### src/rtl/rtc_read_capture.sv
`default_nettype none
// ============================================================================
// Module   : rtc_read_capture
// Purpose  : Samples RTC data during read strobes, files each byte into a
//            shadow register selected by the sequencer index, and publishes
//            a complete time/date/timer frame atomically with frame_valid.
// Revision : 1.0 - initial release
// ============================================================================
module rtc_read_capture #(
  parameter int MIN_WIN = 4,
  parameter int DW      = 8
) (
  input  logic          clk_i,
  input  logic          reset,
  input  logic          enable,
  input  logic [3:0]    state_i,
  input  logic          RD,
  input  logic          CS,
  input  logic          AD_o,
  input  logic [DW-1:0] dato_i,
  output logic [DW-1:0] status_o,
  output logic [DW-1:0] seg_o,
  output logic [DW-1:0] min_o,
  output logic [DW-1:0] hora_o,
  output logic [DW-1:0] fecha_o,
  output logic [DW-1:0] mes_o,
  output logic [DW-1:0] anio_o,
  output logic [DW-1:0] thora_o,
  output logic [DW-1:0] tmin_o,
  output logic [DW-1:0] tseg_o,
  output logic          frame_valid,
  output logic          bcd_err,
  output logic          short_err
);

  localparam logic [3:0] CNT_MAX   = 4'd15;
  localparam logic [3:0] MIN_WIN_C = 4'(MIN_WIN);

  logic                 win_q, win_d;
  logic [3:0]           win_cnt_q, win_cnt_d;
  logic [DW-1:0]        data_q, data_d;
  logic [9:1]           mask_q, mask_d;
  logic                 pub_req_q, pub_req_d;
  logic [9:1][DW-1:0]   shadow_q;

  logic win_open, win_end, win_abort, commit, short_hit, bad_any;

  // True when any nibble of the byte exceeds 9 (not valid BCD).
  function automatic logic nib_bad(input logic [DW-1:0] b);
    nib_bad = 1'b0;
    for (int i = 0; i < DW / 4; i++) begin
      if (b[i*4 +: 4] > 4'd9) nib_bad = 1'b1;
    end
  endfunction

  // Window tracking: open, accumulate samples/length, close or abort.
  always_comb begin
    win_open  = !RD && !CS && AD_o;
    win_end   = win_q && RD;
    win_abort = win_q && !RD && (CS || !AD_o);
    commit    = win_end && (win_cnt_q >= MIN_WIN_C);
    short_hit = win_end && !commit;
    win_d     = win_q;
    win_cnt_d = win_cnt_q;
    data_d    = data_q;
    if (win_end || win_abort) begin
      win_d     = 1'b0;
      win_cnt_d = 4'd0;
    end else if (win_open) begin
      win_d  = 1'b1;
      data_d = dato_i;
      if (win_cnt_q != CNT_MAX) win_cnt_d = win_cnt_q + 4'd1;
    end
  end

  // Capture mask and publish request; index 9 closes a sweep.
  always_comb begin
    mask_d    = mask_q;
    pub_req_d = 1'b0;
    if (pub_req_q) mask_d = '0;
    if (commit) begin
      for (int i = 1; i <= 9; i++) begin
        if (state_i == 4'(i)) mask_d[i] = 1'b1;
      end
      if (state_i == 4'd9) begin
        if (&mask_q[8:1]) pub_req_d = 1'b1;
        else              mask_d    = '0;
      end
    end
  end

  // BCD check over the shadow set that is about to be published.
  always_comb begin
    bad_any = 1'b0;
    for (int i = 1; i <= 9; i++) begin
      bad_any = bad_any | nib_bad(shadow_q[i]);
    end
  end

  // State, shadows and published outputs; enable=0 freezes everything.
  always_ff @(posedge clk_i) begin
    if (reset) begin
      win_q     <= 1'b0;
      win_cnt_q <= 4'd0;
      data_q    <= '0;
      mask_q    <= '0;
      pub_req_q <= 1'b0;
      shadow_q  <= '0;
      status_o  <= '0;
      seg_o     <= '0;
      min_o     <= '0;
      hora_o    <= '0;
      fecha_o   <= '0;
      mes_o     <= '0;
      anio_o    <= '0;
      thora_o   <= '0;
      tmin_o    <= '0;
      tseg_o    <= '0;
      bcd_err   <= 1'b0;
      short_err <= 1'b0;
    end else if (enable) begin
      win_q     <= win_d;
      win_cnt_q <= win_cnt_d;
      data_q    <= data_d;
      mask_q    <= mask_d;
      pub_req_q <= pub_req_d;
      if (short_hit) short_err <= 1'b1;
      if (commit && state_i == 4'd0) status_o <= data_q;
      for (int i = 1; i <= 9; i++) begin
        if (commit && state_i == 4'(i)) shadow_q[i] <= data_q;
      end
      if (pub_req_q) begin
        seg_o   <= shadow_q[1];
        min_o   <= shadow_q[2];
        hora_o  <= shadow_q[3];
        fecha_o <= shadow_q[4];
        mes_o   <= shadow_q[5];
        anio_o  <= shadow_q[6];
        thora_o <= shadow_q[7];
        tmin_o  <= shadow_q[8];
        tseg_o  <= shadow_q[9];
        bcd_err <= bad_any;
      end
    end
  end

  // One-cycle frame strobe, never stretched by a freeze.
  always_ff @(posedge clk_i) begin
    if (reset) frame_valid <= 1'b0;
    else       frame_valid <= enable && pub_req_q;
  end

endmodule
`default_nettype wire
### config.mk
export PLATFORM = sky130hd
export DESIGN_NAME = rtc_read_capture
export DESIGN_NICKNAME = d
export VERILOG_FILES = /design/src/rtl/rtc_read_capture.sv
export SDC_FILE = /design/constraint.sdc
export NUM_CORES = 1
export LEC_CHECK = 0
export CAP_MARGIN = 20
export CORE_ASPECT_RATIO = 1.25
export CORE_UTILIZATION = 57
export DETAILED_ROUTE_END_ITERATION = 12
export GPL_TIMING_DRIVEN = 0
export HOLD_SLACK_MARGIN = 0.03
export PLACE_DENSITY = 0.95
export SYNTH_ARGS = -nofsm -noshare
export SYNTH_HDL_FRONTEND = slang
export SYNTH_SLANG_ARGS = --single-unit
### constraint.sdc
create_clock -name clk_i -period 3.1 [get_ports clk_i]
set_input_delay 0.62 -clock clk_i [delete_from_list [all_inputs] [get_ports clk_i]]
set_output_delay 0.62 -clock clk_i [all_outputs]
set_load 0.02 [all_outputs]
==> metrics.cfg, run 1 <==
[status]
status=finished, final reports clean

[final_layout]
drive_gt1_frac=0.05349
fillers=649
layout_commonest_cell=dfxtp_1
fin_nets=867
finalNonFillerCells=995
final_cell_mix=dfxtp_1 (177), nand2_1 (164), clkdlybuf4s50_1 (99)
stdcell_area_mm2=0.008235
antenna_cells=0
syn_to_final_growth_pct=27.86

[critical_path]
cp_slowest_stage_delay_ns=0.54
crit_required_ns=3.46
cp-end-kind=register
cp_max_fo=10
slowest_stage=clkdlybuf4s50_1
cp_num_buf_inv=4
cp_common_cell=clkbuf_1
startpoint_type=primary input
cp.arrival_ns=2.88
crit_family=buffers and inverters
path_cells=clkdlybuf4s50_1, buf_2, and2_1, clkbuf_1, clkbuf_1, nand2_1, a21oi_1
crit_type=in -> reg

[sta]
hold_viol=0
rsz0062_at_grt=no
timing.final.ws_setup_ns=0.5833
finalSetupViolCount=0
skew_ns=0.01159
period_needed_ns=2.517
hold_ws_ns=0.4544
clock.fmax_ghz=0.3973
setup_tns_ns=0
slew_viol_final=0
period_share=0.8118
worst_slew_pin_slew_ns=0.8578
relSlewSlack=0.4281

[power_and_ir_drop]
p_int_uw=3706
clkPwrFrac=0.493
p_sw_frac=0.2137
pwr-share-comb=0.024
p_switching_uw=1007
p_seq_frac=0.483
p_per_area_mw_per_mm2=572.4
vdd_ir_drop_max_v=0.0004218
p_leak_uw=0.002693

[logic_synthesis]
synth_area_leader_cell=dfxtp_1
netlist-cell-type-count=34
syn-num-nets=749
synthTopCellsByArea=dfxtp_1 (55%), mux2i_1 (13%), nand2_1 (9.6%)
yosysWarnings=0
syn_area_per_cell_um2=8.824
ys_seq_area_frac=0.5501
synthCells=730
netlist_area_mm2=0.006441
synth_top_area_share=0.5501
yosys_register_bits=177

[hold_path]
hp-class=reg -> reg

[clock_tree]
clock_path_buffers=2
cts_tree=built
clk_pin_slew_ns=0.07
clk-insertion-delay-late_ns=0.44
cts_buffers=17
holdBufCountCts=0
cts_sinks=177
cts_root_buf=clkbuf_16
cts_repair_resize_count=0
htreeDepth=4
post_cts_buffers=0

[global_route]
antenna_found_initial=0
grt_max_degree=17
grt_pass1_wl_um=28700
grt_pass1_vias=5742
gr-total-overflow=0
gr-usage-all-layers=0.3154

[placement]
io_buffer_count=99
hpwl_um=11280
gp_congestion=0.8535
dp_slack_ns=0.3857
dpl_cell_area_mm2=0.007601
placed_cells=964

[floorplanning]
fp-row-count=43
initial_core_util=0.5840
die_area_mm2=0.01173
pin_count=101
fp.dieW_um=97.08
die_h_um=120.9
core_mm2=0.01103

[routing]
routed_wl_um=18300
route.detailed.drc=0
antenna_left=0
via_count=5858
dr.pass1.iters=7
viasPerCell=5.887
dr.first_iter.drc_count=642
wl_per_cell_um=18.39

[flow_run]
max_cap_viol_count=0

-- cell families (layout without fill, tap and decap cells) --
group                      count (synthesis)  after routing  share of synthesized area
DFF                                      177            177                     0.5501
muxes                                     81             81                     0.1259
and+or+nand+nor                          293            293                     0.1873
AOI/OAI and AO/OA                        121            121                    0.09965
buffers and inverters                     57            187                    0.03516
adders and majority gates                  1              1                   0.001942
-- worst min-delay path, cell delays in order, from the launching register on --
cell and delay, ns:
dfxtp_1 0.31, nand2_1 0.05, a21oi_1 0.05
-- synthesized netlist by cell type --
cell       instances
nand3_1            4
or3b_4             1
o31ai_1            1
mux2i_1           81
or3_1              1
nor4_1             5
and2_1             2
o21ai_0           19
o21bai_1           1
nor4_4             1
or2_2              1
nor2_1            96
ha_1               1
or4_1              1
a41oi_1            1
buf_2             10
o211ai_4           1
clkbuf_1          45
inv_2              1
a21oi_1           93
nand4_1            7
nand3b_1           2
nand2_1          164
nor3_1             5
a22oi_1            1
nor3b_2            1
a21o_1             1
nand4bb_1          1
o21ai_1            1
nand2b_1           1
dfxtp_1          177
inv_1              1
a211oi_1           1
a311oi_1           1
-- registers in the layout (all words and copies together), names as in the netlist, 4 cells and up --
name	cells
win_cnt_q	4
hora_o	8
fecha_o	8
mes_o	8
tmin_o	8
data_q	8
mask_q	8
anio_o	8
seg_o	8
thora_o	8
status_o	8
tseg_o	8
min_o	8
shadow_q	72
-- path summary, 6_finish.rpt --
kind / start / to / slack (ns) / depth (start not counted)
worst min register to register: tmin_o[4] / tmin_o[4] / 0.45 / 2
worst max-delay path: enable / seg_o[7] / 0.58 / 7
worst min-delay path: tmin_o[4] / tmin_o[4] / 0.45 / 2
worst max register to register: win_cnt_q[2] / status_o[0] / 1.22 / 4
-- per-stage QoR --
| stage | total power [µW] | util |
|---|---|---|
| finish | 4714 | 0.7467 |
| global placement | 2434 | 0.6892 |
| global route | 4800 | 0.7467 |
| floorplan | 2383 | - |
| CTS | 4696 | 0.7467 |
| detailed placement | 2436 | 0.6892 |
-- per-layer routing --
layer	wire (µm)	vias up	share of wire	GRT usage
met1	6914	2747	0.38	0.3630
met3	1577	86	0.086	0.06970
met2	8996	359	0.49	0.5335
met4	809	0	0.044	0.1968
met5	0	-	0	0
li1	-	2666	-	-
-- power groups by stage --
stage | clock, µW | combinational [µW] | sequential, µW
after global routing | 2410 | 117 | 2280
after CTS | 2310 | 108 | 2280
after global placement | 0 | 104 | 2330
after detailed placement | 0 | 105 | 2330
after floorplan | 0 | 53.1 | 2330
final | 2320 | 112 | 2280
-- area by class of cell --
class	count	area, µm²	share of cell area
Inverter	2	7.507	0.0009116
Clock buffer	20	456.7	0.05545
Buffer	55	219.0	0.02659
Clock inverter	11	177.7	0.02157
Tap cell	135	168.9	0.02051
Timing Repair Buffer	99	991.0	0.1203
Sequential cell	177	3543	0.4303
Multi-Input combinational cell	496	2671	0.3244
(Power assumes the default switching activity.)
==> run 2: changes to the inputs <==
--- a/config.mk
+++ b/config.mk
@@ -7,11 +7,11 @@
 export LEC_CHECK = 0
 export CAP_MARGIN = 20
 export CORE_ASPECT_RATIO = 1.25
-export CORE_UTILIZATION = 57
+export CORE_UTILIZATION = 53
 export DETAILED_ROUTE_END_ITERATION = 12
 export GPL_TIMING_DRIVEN = 0
 export HOLD_SLACK_MARGIN = 0.03
-export PLACE_DENSITY = 0.95
+export PLACE_DENSITY = 0.9
 export SYNTH_ARGS = -nofsm -noshare
 export SYNTH_HDL_FRONTEND = slang
 export SYNTH_SLANG_ARGS = --single-unit
==> constraint.sdc (replaced) <==
create_clock -name clk_i -period 2.45 [get_ports clk_i]
set_input_delay 0.49 -clock clk_i [delete_from_list [all_inputs] [get_ports clk_i]]
set_output_delay 0.49 -clock clk_i [all_outputs]
set_load 0.02 [all_outputs]
==> run 2 against run 1 <==
Net effect: via count decreased by 3.1%; largest cell class unchanged; critical path type unchanged; worst setup slack got worse by 0.45 ns; global-route usage decreased by 3.5 points; highest routed layer unchanged; first-iteration DRC count decreased by 45%; cell count increased by 2.7%; non-clock buffer count unchanged; clock-buffer cell count increased by 1; sequential power increased by 26%; combinational power increased by 21%.
==> metrics.cfg, run 2 (synthesis gave the netlist of run 1 again) <==
[power_and_ir_drop]
p_per_area_mw_per_mm2=699.9
vdd_ir_drop_max_v=0.0005606
pwr-share-comb=0.024
p_leak_uw=0.002684
p_switching_uw=1250
clkPwrFrac=0.476
p_seq_frac=0.500
p_sw_frac=0.2169
p_int_uw=4513

[floorplanning]
pin_count=101
die_h_um=125.3
fp-row-count=44
die_area_mm2=0.01260
core_mm2=0.01173
initial_core_util=0.5493
fp.dieW_um=100.6

[placement]
placed_cells=990
hpwl_um=11200
io_buffer_count=99
gp_congestion=0.8634

[critical_path]
startpoint_type=primary input
cp-end-kind=register
reg2reg_depth=4
cp.arrival_ns=2.67
crit_type=in -> reg
cp_common_cell=clkbuf_1
crit_required_ns=2.80
path_cells=clkdlybuf4s50_1, buf_2, and2_1, clkbuf_1, clkbuf_1, nand2_1, a21oi_1
crit_family=buffers and inverters
reg2reg_to=status_o[6]
critPathCapture=min_o[7]
cp_max_fo=10
reg2reg_slack_ns=0.57
slowest_stage=clkdlybuf4s50_1
cp_slowest_stage_delay_ns=0.52
worstReg2RegStart=win_cnt_q[2]
cp_num_cells=7
cp_num_buf_inv=4
cp-startpoint=enable

[clock_tree]
post_cts_buffers=0
cts_sinks=177
clock_path_buffers=2
holdBufCountCts=0
clk_pin_slew_ns=0.07
cts_tree=built
cts_root_buf=clkbuf_16
htreeDepth=4
cts_buffers=17
cts_repair_resize_count=0
clk-insertion-delay-late_ns=0.44

[routing]
via_count=5675
routed_wl_um=17200
viasPerCell=5.553
antenna_left=0
wl_per_cell_um=16.83
dr.first_iter.drc_count=355
route.detailed.drc=0
dr.pass1.iters=5

[global_route]
gr-usage-all-layers=0.2806
grt_max_degree=17
grt_pass1_vias=5462
antenna_found_initial=0
gr-total-overflow=0
grt_pass1_wl_um=26770

[final_layout]
layout_commonest_cell=dfxtp_1
largest_register=shadow_q
finalNonFillerCells=1022
syn_to_final_growth_pct=27.82
drive_gt1_frac=0.05459
largest_register_ffs=72
antenna_cells=0
fin_nets=867
final_cell_mix=dfxtp_1 (177), nand2_1 (164), clkdlybuf4s50_1 (99)

[sta]
hold_viol=0
period_share=0.9465
clock.fmax_ghz=0.4312
worst_slew_pin_slew_ns=0.8457
relSlewSlack=0.4319
skew_ns=0.006382
setup_tns_ns=0
slew_viol_final=0
rsz0062_at_grt=no
period_needed_ns=2.319
finalSetupViolCount=0

[flow_run]
max_cap_viol_count=0

[hold_path]
hp-class=reg -> reg

[status]
status=finished, final reports clean

==> run 2: cell types whose count changed in the layout (fill, tap and decap cells not counted), sizes merged <==
cell      previous run  this run
clkbuf              65        66
clkinvlp             3         2
bufinv               4         2
inv                  5         4
clkinv               1         5
==> run 2: how the worst min path moves through the flow <==
stage                 start    endpoint  slack, ns  depth (start not counted)
2_1_floorplan  shadow_q[40]   anio_o[0]       0.43                          2
5_1_grt           tmin_o[4]   tmin_o[4]       0.47                          2
4_1_cts          thora_o[0]  thora_o[0]       0.45                          2
6_report         thora_o[0]  thora_o[0]       0.45                          2
3_5_place_dp     thora_o[0]  thora_o[0]       0.45                          2
3_3_place_gp   shadow_q[64]   tseg_o[0]       0.44                          2
==> run 2: layout make-up <==
class,count,area [µm²]
clock buffer,21,470.5
fill,858,3493
tap,161,201.4
timing repair buffer,99,991.0
inverter,2,7.507
multi-input combinational,496,2671
sequential,177,3543
clock inverter,11,128.9
buffer,55,219.0
==> run 2: metrics by stage <==
step / worst slack, ns / total power (µW) / utilization / cell area, µm² / hold WS [ns]
after global placement: -0.09983 / 3080 / 0.6510 / 7634 / 0.4432
after CTS: 0.2147 / 5759 / 0.7021 / 8233 / 0.4542
final: 0.1310 / 5762 / 0.7021 / 8233 / 0.4523
after global routing: 0.1002 / 5895 / 0.7021 / 8233 / 0.4673
after floorplan: 0.7054 / 3015 / - / 6441 / 0.4312
after detailed placement: -0.1712 / 3080 / 0.6510 / 7634 / 0.4456
==> run 2: tightest hold or removal path, delay by kind of cell, from the launching register on <==
family | cells | cell delay [ns]
AO/OA/AOI/OAI | 1 | 0.05
AND/OR/NAND/NOR | 1 | 0.05
flip-flops | 1 | 0.31
==> run 2: power by group through the flow <==
stage          Clock (µW)  Combinational, µW  Sequential (µW)
2_1_floorplan           0               67.2             2950
3_3_place_gp            0                131             2950
4_1_cts              2740                134             2880
6_report             2740                136             2880
5_1_grt              2870                144             2880
3_5_place_dp            0                132             2950
==> run 2: routing by layer <==
layer  track usage  part of all wire  up-vias
met5             0                 0        -
met4        0.1662             0.046        0
met3       0.06819             0.071       67
met2        0.4803              0.50      240
met1        0.3122              0.38     2697
li1              -                 -     2671
